File: config.mk
export PLATFORM = sky130hd
export DESIGN_NAME = ram_block_reader_flat
export DESIGN_NICKNAME = d
export VERILOG_FILES = /design/src/rtl/ram_block_reader_pkg.sv /design/src/rtl/ram_block_reader_if.sv /design/src/rtl/sync_fifo.sv /design/src/rtl/ram_block_reader.sv /design/src/flat_wrapper.sv
export SDC_FILE = /design/constraint.sdc
export NUM_CORES = 1
export LEC_CHECK = 0
export ABC_AREA = 1
export CORE_MARGIN = 3
export CORE_UTILIZATION = 35
export CTS_CLUSTER_SIZE = 8
export DETAILED_ROUTE_END_ITERATION = 12
export GPL_TIMING_DRIVEN = 0
export SETUP_SLACK_MARGIN = 0.05
export SLEW_MARGIN = 10
export SYNTH_ARGS = -nofsm -noshare
export SYNTH_HDL_FRONTEND = slang
export SYNTH_SLANG_ARGS = --single-unit
export TNS_END_PERCENT = 5
File: constraint.sdc
create_clock -name clk -period 3.6 [get_ports clk]
set_input_delay 0.54 -clock clk [delete_from_list [all_inputs] [get_ports clk]]
set_output_delay 0.54 -clock clk [all_outputs]
set_load 0.01 [all_outputs]
File: src/rtl/ram_block_reader_pkg.sv
// Shared definitions for the RAM block reader: default widths common with
// the 1024x8 RAM, FSM state encoding and the read-issue admission rule.
package ram_block_reader_pkg;

    localparam int ADDR_W_DEF     = 10;
    localparam int DATA_W_DEF     = 8;
    localparam int FIFO_DEPTH_DEF = 2;

    typedef logic [1:0] state_t;

    localparam state_t S_IDLE  = 2'd0;
    localparam state_t S_READ  = 2'd1;
    localparam state_t S_DRAIN = 2'd2;

    // A new read may start only if every byte already owed to the FIFO
    // (stored + in flight) plus this one still fits after this cycle's pop.
    function automatic logic room_ok(
        input int occ,
        input int inflight,
        input int popped,
        input int depth
    );
        return (occ + inflight + 1 - popped) <= depth;
    endfunction

endpackage

File: src/rtl/ram_block_reader_if.sv
// Byte stream with valid/ready handshake and a last-byte marker.
// master drives data/valid/last and samples ready; slave is the consumer.
interface ram_block_reader_if
    import ram_block_reader_pkg::*;
#(
    parameter int DATA_W = DATA_W_DEF
) ();

    logic [DATA_W-1:0] data;
    logic              valid;
    logic              ready;
    logic              last;

    modport master (
        output data,
        output valid,
        output last,
        input  ready
    );

    modport slave (
        input  data,
        input  valid,
        input  last,
        output ready
    );

endinterface

File: src/rtl/sync_fifo.sv
// Synchronous FIFO with push/pop/flush; head visible on o_data (show-ahead).
// Ports: clk, rst_n, i_push/i_data, i_pop, i_flush, o_data, o_full, o_empty, o_count.
module sync_fifo #(
    parameter  int WIDTH = 8,
    parameter  int DEPTH = 2,
    localparam int PTR_W = (DEPTH > 1) ? $clog2(DEPTH) : 1,
    localparam int CNT_W = $clog2(DEPTH + 1)
) (
    input  logic             clk,
    input  logic             rst_n,
    input  logic             i_push,
    input  logic [WIDTH-1:0] i_data,
    input  logic             i_pop,
    input  logic             i_flush,
    output logic [WIDTH-1:0] o_data,
    output logic             o_full,
    output logic             o_empty,
    output logic [CNT_W-1:0] o_count
);

    logic [WIDTH-1:0] r_mem [DEPTH];
    logic [PTR_W-1:0] r_rd;
    logic [PTR_W-1:0] r_wr;
    logic [CNT_W-1:0] r_cnt;

    logic w_pop;
    logic w_push;

    function automatic logic [PTR_W-1:0] nxt(input logic [PTR_W-1:0] p);
        return (p == PTR_W'(DEPTH - 1)) ? '0 : p + 1'b1;
    endfunction

    assign o_full  = (r_cnt == CNT_W'(DEPTH));
    assign o_empty = (r_cnt == '0);
    assign o_count = r_cnt;
    assign o_data  = r_mem[r_rd];

    // A push into a full FIFO is taken only when a pop frees a slot
    // in the same cycle.
    assign w_pop  = i_pop && !o_empty;
    assign w_push = i_push && (!o_full || w_pop);

    always_ff @(posedge clk or negedge rst_n) begin
        if (!rst_n) begin
            r_rd  <= '0;
            r_wr  <= '0;
            r_cnt <= '0;
        end else if (i_flush) begin
            r_rd  <= '0;
            r_wr  <= '0;
            r_cnt <= '0;
        end else begin
            if (w_push) r_wr <= nxt(r_wr);
            if (w_pop)  r_rd <= nxt(r_rd);
            case ({w_push, w_pop})
                2'b10:   r_cnt <= r_cnt + 1'b1;
                2'b01:   r_cnt <= r_cnt - 1'b1;
                default: r_cnt <= r_cnt;
            endcase
        end
    end

    always_ff @(posedge clk) begin
        if (w_push && !i_flush) r_mem[r_wr] <= i_data;
    end

endmodule

File: src/rtl/ram_block_reader.sv
// Reads a contiguous block from a 1-cycle-latency RAM and streams it out.
// Ports: clk, rst_n, i_start/i_start_addr/i_length, i_abort, RAM port
// (o_ram_we, o_ram_addr, o_ram_din, i_ram_dout), o_strm stream, o_busy, o_done.
module ram_block_reader
    import ram_block_reader_pkg::*;
#(
    parameter int ADDR_W     = ADDR_W_DEF,
    parameter int DATA_W     = DATA_W_DEF,
    parameter int FIFO_DEPTH = FIFO_DEPTH_DEF
) (
    input  logic              clk,
    input  logic              rst_n,
    input  logic              i_start,
    input  logic [ADDR_W-1:0] i_start_addr,
    input  logic [ADDR_W:0]   i_length,
    input  logic              i_abort,
    output logic              o_ram_we,
    output logic [ADDR_W-1:0] o_ram_addr,
    output logic [DATA_W-1:0] o_ram_din,
    input  logic [DATA_W-1:0] i_ram_dout,
    ram_block_reader_if.master o_strm,
    output logic              o_busy,
    output logic              o_done
);

    localparam int CNT_W = $clog2(FIFO_DEPTH + 1);

    state_t            r_state;
    state_t            w_next;

    logic [ADDR_W-1:0] r_addr;
    logic [ADDR_W-1:0] r_ram_addr;
    logic [ADDR_W:0]   r_len;
    logic [ADDR_W:0]   r_issued;
    logic [ADDR_W:0]   r_popped;
    logic              r_inflight;
    logic              r_done_evt;

    logic [DATA_W-1:0] w_fifo_data;
    logic              w_fifo_full;
    logic              w_fifo_empty;
    logic [CNT_W-1:0]  w_fifo_cnt;

    logic w_start_ok;
    logic w_start_go;
    logic w_start_zero;
    logic w_active;
    logic w_fin;
    logic w_abort;
    logic w_pop;
    logic w_push;
    logic w_room;
    logic w_issue;
    logic w_last_issue;

    assign w_start_ok   = (r_state == S_IDLE) && i_start;
    assign w_start_go   = w_start_ok && (i_length != '0);
    assign w_start_zero = w_start_ok && (i_length == '0);
    assign w_active     = (r_state != S_IDLE);

    // Transfer completes once everything owed to the consumer has left.
    assign w_fin = (r_state == S_DRAIN) && w_fifo_empty && !r_inflight;

    // An abort landing on the completion cycle would double the done pulse.
    assign w_abort = i_abort && w_active && !w_fin;

    assign w_pop  = !w_fifo_empty && o_strm.ready && !w_abort;
    assign w_push = r_inflight && !w_abort;

    assign w_room = room_ok(int'(w_fifo_cnt), int'(r_inflight),
                            int'(w_pop), FIFO_DEPTH);

    assign w_issue = (r_state == S_READ) && !w_abort &&
                     (r_issued < r_len) && w_room;

    assign w_last_issue = w_issue && ((r_issued + 1'b1) == r_len);

    sync_fifo #(
        .WIDTH (DATA_W),
        .DEPTH (FIFO_DEPTH)
    ) u_fifo (
        .clk     (clk),
        .rst_n   (rst_n),
        .i_push  (w_push),
        .i_data  (i_ram_dout),
        .i_pop   (w_pop),
        .i_flush (w_abort),
        .o_data  (w_fifo_data),
        .o_full  (w_fifo_full),
        .o_empty (w_fifo_empty),
        .o_count (w_fifo_cnt)
    );

    always_ff @(posedge clk or negedge rst_n) begin
        if (!rst_n) r_state <= S_IDLE;
        else        r_state <= w_next;
    end

    always_comb begin
        w_next = r_state;
        if (w_abort) begin
            w_next = S_IDLE;
        end else begin
            unique case (r_state)
                S_IDLE:  if (w_start_go)   w_next = S_READ;
                S_READ:  if (w_last_issue) w_next = S_DRAIN;
                S_DRAIN: if (w_fin)        w_next = S_IDLE;
                default: w_next = S_IDLE;
            endcase
        end
    end

    always_ff @(posedge clk or negedge rst_n) begin
        if (!rst_n) begin
            r_addr     <= '0;
            r_ram_addr <= '0;
            r_len      <= '0;
            r_issued   <= '0;
            r_popped   <= '0;
            r_inflight <= 1'b0;
            r_done_evt <= 1'b0;
        end else begin
            r_inflight <= w_issue;
            r_done_evt <= w_abort || w_start_zero;
            if (w_start_go) begin
                r_addr   <= i_start_addr;
                r_len    <= i_length;
                r_issued <= '0;
                r_popped <= '0;
            end else begin
                if (w_issue) begin
                    r_ram_addr <= r_addr;
                    r_addr     <= r_addr + 1'b1;
                    r_issued   <= r_issued + 1'b1;
                end
                if (w_pop) r_popped <= r_popped + 1'b1;
            end
        end
    end

    // The address goes straight to the RAM in the issue cycle so the byte
    // returns on the next edge; between issues the bus holds the last one.
    always_comb begin
        o_ram_we    = 1'b0;
        o_ram_din   = '0;
        o_ram_addr  = w_issue ? r_addr : r_ram_addr;
        o_strm.valid = !w_fifo_empty;
        o_strm.data  = w_fifo_empty ? '0 : w_fifo_data;
        o_strm.last  = !w_fifo_empty && (r_popped == (r_len - 1'b1));
        o_done      = w_fin || r_done_evt;
        o_busy      = w_active && !w_fin;
    end

endmodule

File: src/flat_wrapper.sv
// flat-port wrapper written by rule: the top's interface ports become plain ports
module ram_block_reader_flat import ram_block_reader_pkg::*;
#(
    parameter int ADDR_W     = ADDR_W_DEF,
    parameter int DATA_W     = DATA_W_DEF,
    parameter int FIFO_DEPTH = FIFO_DEPTH_DEF
)
  (clk, rst_n, i_start, i_start_addr, i_length, i_abort, o_ram_we, o_ram_addr, o_ram_din, i_ram_dout, o_busy, o_done, o_strm_data, o_strm_valid, o_strm_last, o_strm_ready);
  ram_block_reader_if #(.DATA_W(DATA_W)) o_strm_i ();
  input  logic clk;
  input  logic rst_n;
  input  logic i_start;
  input  logic [ADDR_W-1:0] i_start_addr;
  input  logic [ADDR_W:0] i_length;
  input  logic i_abort;
  output logic o_ram_we;
  output logic [ADDR_W-1:0] o_ram_addr;
  output logic [DATA_W-1:0] o_ram_din;
  input  logic [DATA_W-1:0] i_ram_dout;
  output logic o_busy;
  output logic o_done;
  output wire logic [$bits(o_strm_i.data)-1:0] o_strm_data;
  output wire logic [$bits(o_strm_i.valid)-1:0] o_strm_valid;
  output wire logic [$bits(o_strm_i.last)-1:0] o_strm_last;
  input wire logic [$bits(o_strm_i.ready)-1:0] o_strm_ready;
  assign o_strm_data = o_strm_i.data;
  assign o_strm_valid = o_strm_i.valid;
  assign o_strm_last = o_strm_i.last;
  assign o_strm_i.ready = o_strm_ready;
  ram_block_reader #(.ADDR_W(ADDR_W), .DATA_W(DATA_W), .FIFO_DEPTH(FIFO_DEPTH)) u_core (.clk(clk), .rst_n(rst_n), .i_start(i_start), .i_start_addr(i_start_addr), .i_length(i_length), .i_abort(i_abort), .o_ram_we(o_ram_we), .o_ram_addr(o_ram_addr), .o_ram_din(o_ram_din), .i_ram_dout(i_ram_dout), .o_strm(o_strm_i), .o_busy(o_busy), .o_done(o_done));
endmodule
==> summary.md <==
| Metric | Value |
|---|---|
| Largest fanout on the critical path | `10` |
| Crit. End Element | `output pin` |
| Worst slew pin tran | `0.7077 ns` |
| First-pass GRT wire length | `20,380 um` |
| I/O pin cnt | `65` |
| Antenna cells | `0` |
| Most common flop cell mapped by yosys | `dfrtp_1` |
| Sum of negative setup slack | `0 ns` |
| Register area | `0.002007 mm2` |
| Final ANT Viol Nets | `0` |
| R2R cell count | `15` |
| # nets final | `744` |
| Clock skew | `0.005398 ns` |
| Die H | `123.1 um` |
| Hold Path Class | `input pin to asynchronous set/reset pin` |
| Crit share post-route | `94.57%` |
| Detail Placement HPWL | `8909 um` |
| Asr flop ratio synth | `79.22%` |
| Post-synth EDFFs | `16` |
| Initial antenna violation count | `0` |
| Mapped Cells | `609` |
| # fillers | `1,328` |
| I/O Buffers | `55` |
| Slew HR | `52.65%` |
| Setup repair after global routing missed its margin | `false` |
| Max rail drop VDD | `0.3364 mV` |
| Pleak | `0.002789 uW` |
| Yosys warnings | `0` |
| WL/cell | `13.95 um` |
| Clock tree sinks | `77` |
| Crit-path slowest cell | `fa_1` |
| CP cell instances | `nor2_4, buf_6, inv_2, nand3_4, ha_1, inv_1, fa_1, o21ai_4, nor2_8, buf_6, nand2_1, nand2_1, clkdlybuf4s15_2` |
| Root Driver | `clkbuf_16` |
| Distinct cell type count after synthesis | `43` |
| Multi-input combinational cell area | `0.002441 mm2` |
| Power per cell area | `666.5 mW/mm2` |
| GRT overflow | `0` |
| Worst skew pair latency | `0.34 ns` |
| Clock transition at the registers of the reported paths | `0.07 ns` |
| CTS max path bufs | `2` |
| Largest net degree at the start of global routing | `62` |
| Max cap viols | `0` |
| Layout cell share with drive strength beyond 1 | `15.49%` |
| Die ar. | `0.01516 mm2` |
| CP Data Required Time | `3.06 ns` |
| Initial Utilization | `35.98%` |
| GR Util All Layers | `17.12%` |
| P&R area growth vs syn | `26.32%` |
| Vias in the first global route | `4,295` |
| Mapped Area | `0.004802 mm2` |
| Inserted Clock Buffers | `9` |
| Final Setup Violations | `0` |
| Post-route cell area | `0.006066 mm2` |
| Residual DRC | `0` |
| Final min period | `3.405 ns` |
| Placed Instance Area | `0.005628 mm2` |
| Highest clock rate | `293.7 MHz` |
| Drt pass-1 iters | `4` |
| Seq/Total Area, Yosys | `41.79%` |
| RD Place Congestion | `0.8613` |
| Nature of the critical path startpoint | `register` |
| Critical path class | `register to output pin` |
| Final Max Slew Viols | `0` |
| CP peak stage delay | `0.57 ns` |
| Core area | `0.01335 mm2` |
| Synth Register Bits | `77` |
| Syn_area_per_cell | `7.885 um2` |
| Chip width | `123.1 um` |
| CTS tree | `yes` |
| Outcome | `finished clean` |
| Worst endpoint data arrival time | `2.86 ns` |
| Total Wirelength | `12,180 um` |
| DR vias | `4,250` |
| Final hold violation count | `0` |
| H-tree levels | `3` |
| Drt initial violations | `277` |
| Row count | `42` |
| Via-to-Cell Ratio | `4.868` |
placed cells by master, fill, tap and decap left out, types with 5 or more instances in the layout:
cell type,n
nor2_1,39
inv_2,8
nor2_2,6
edfxtp_1,16
xor2_1,17
clkdlybuf4s50_1,43
nand2_2,6
buf_6,6
conb_1,9
buf_2,9
o21ai_2,10
nand4_1,7
ha_1,17
buf_4,18
nand3_1,60
clkbuf_16,9
nand2_1,175
nor4_1,5
o21ai_0,16
o21ai_1,32
nor3_1,6
clkdlybuf4s15_2,5
a21oi_1,16
inv_1,56
dfrtp_1,61
state kept, by name, indices dropped and copies added (netlist names):
signal and count:
u_core.u_fifo.r_mem 16, u_core.r_issued 11, u_core.r_len 11, u_core.r_popped 11, u_core.r_addr 10, u_core.r_ram_addr 10, u_core.r_state 2, u_core.u_fifo.o_count 2
u_core.r_done_evt 1, u_core.r_inflight 1, u_core.u_fifo.r_rd 1, u_core.u_fifo.r_wr 1
cell families after synthesis:
logic type,count (synthesis),share of synthesized area [%]
AND/OR/NAND/NOR,322,30.95
buffers and inverters,90,8.807
AO/OA/AOI/OAI,81,9.875
flip-flops,77,41.79
XOR/XNOR,20,3.648
adder cells (fa/ha/maj),18,4.846
other,1,0.07809
final timing paths:
path / start / to / slack, ns
max: u_core.u_fifo.o_count[0]$_DFFE_PN0P_ / o_ram_addr[0] / 0.20
min: rst_n / u_core.r_issued[8]$_DFFE_PN0P_ / 0.19
max reg2reg: u_core.u_fifo.o_count[0]$_DFFE_PN0P_ / u_core.r_addr[6]$_DFFE_PN0P_ / 0.91
min reg2reg: u_core.r_ram_addr[1]$_DFFE_PN0N_ / u_core.r_ram_addr[1]$_DFFE_PN0N_ / 0.47
max in group asynchronous: rst_n / u_core.r_ram_addr[8]$_DFFE_PN0N_ / 3.15
min in group clk: u_core.r_ram_addr[1]$_DFFE_PN0N_ / u_core.r_ram_addr[1]$_DFFE_PN0N_ / 0.47
worst max-delay path: cells and delay by family, from the launching register on:
family,cells,cell delay (ns)
buf+inv,5,0.68
simple gates,5,0.58
fa+ha+maj,2,0.72
flops,1,0.44
compound gates,1,0.10
power by group:
| group | internal (uW) | total [uW] | switching (uW) |
|---|---|---|---|
| Combinational | 739 | 1760 | 1020 |
| Clock | 618 | 1020 | 404 |
| Sequential | 1100 | 1260 | 163 |
| Total | 2450 | 4040 | 1590 |
per-stage QoR:
stage | power, uW | hold WS (ns) | worst slack (ns) | std cells | util, %
floorplan | 2328 | 0.2444 | 0.6041 | 617 | -
global placement | 2899 | 0.4486 | -0.6669 | 848 | 41.98
detailed placement | 2942 | 0.4543 | -0.6673 | 849 | 42.16
CTS | 4035 | 0.1980 | 0.04972 | 869 | 44.96
global route | 4357 | 0.2164 | 0.02626 | 873 | 45.44
finish | 4043 | 0.1935 | 0.1954 | 873 | 45.44
cells in the mapped netlist (10+ instances only):
cell / number / area, um2
o21ai_0: 16 / 80.08
nor2_1: 41 / 153.9
o21ai_1: 33 / 165.2
inv_1: 57 / 214.0
edfxtp_1: 16 / 480.5
buf_4: 11 / 82.58
a21oi_1: 16 / 80.08
o21ai_2: 10 / 87.58
ha_1: 17 / 212.7
dfrtp_1: 61 / 1526
xor2_1: 17 / 148.9
nand2_1: 175 / 656.9
nand3_1: 60 / 300.3
routing by layer:
layer / up-vias / global-route usage [%] / wire [um]
met2: 103 / 27.52 / 5782
met3: 8 / 3.294 / 635
met4: 0 / 6.574 / 108
met1: 1988 / 22.85 / 5654
li1: 2151 / - / -
met5: - / 0 / 0
cell type report:
type / instances / share of cell area [%]
multi-input combinational: 450 / 40.24
sequential: 77 / 33.09
timing repair buffer: 64 / 10.27
inverter: 69 / 4.435
clock buffer: 9 / 3.713
tap: 176 / 3.630
buffer: 21 / 2.888
clock inverter: 7 / 1.733
timing repair:
item,4_1_cts,5_1_grt
cloned,0,0
gates resized for setup,42,10
pin swaps,4,7
hold buffers,0,0
endpoints found under the setup margin,10,10
buffers inserted,4,4
Power figures use the tool's default switching activity.
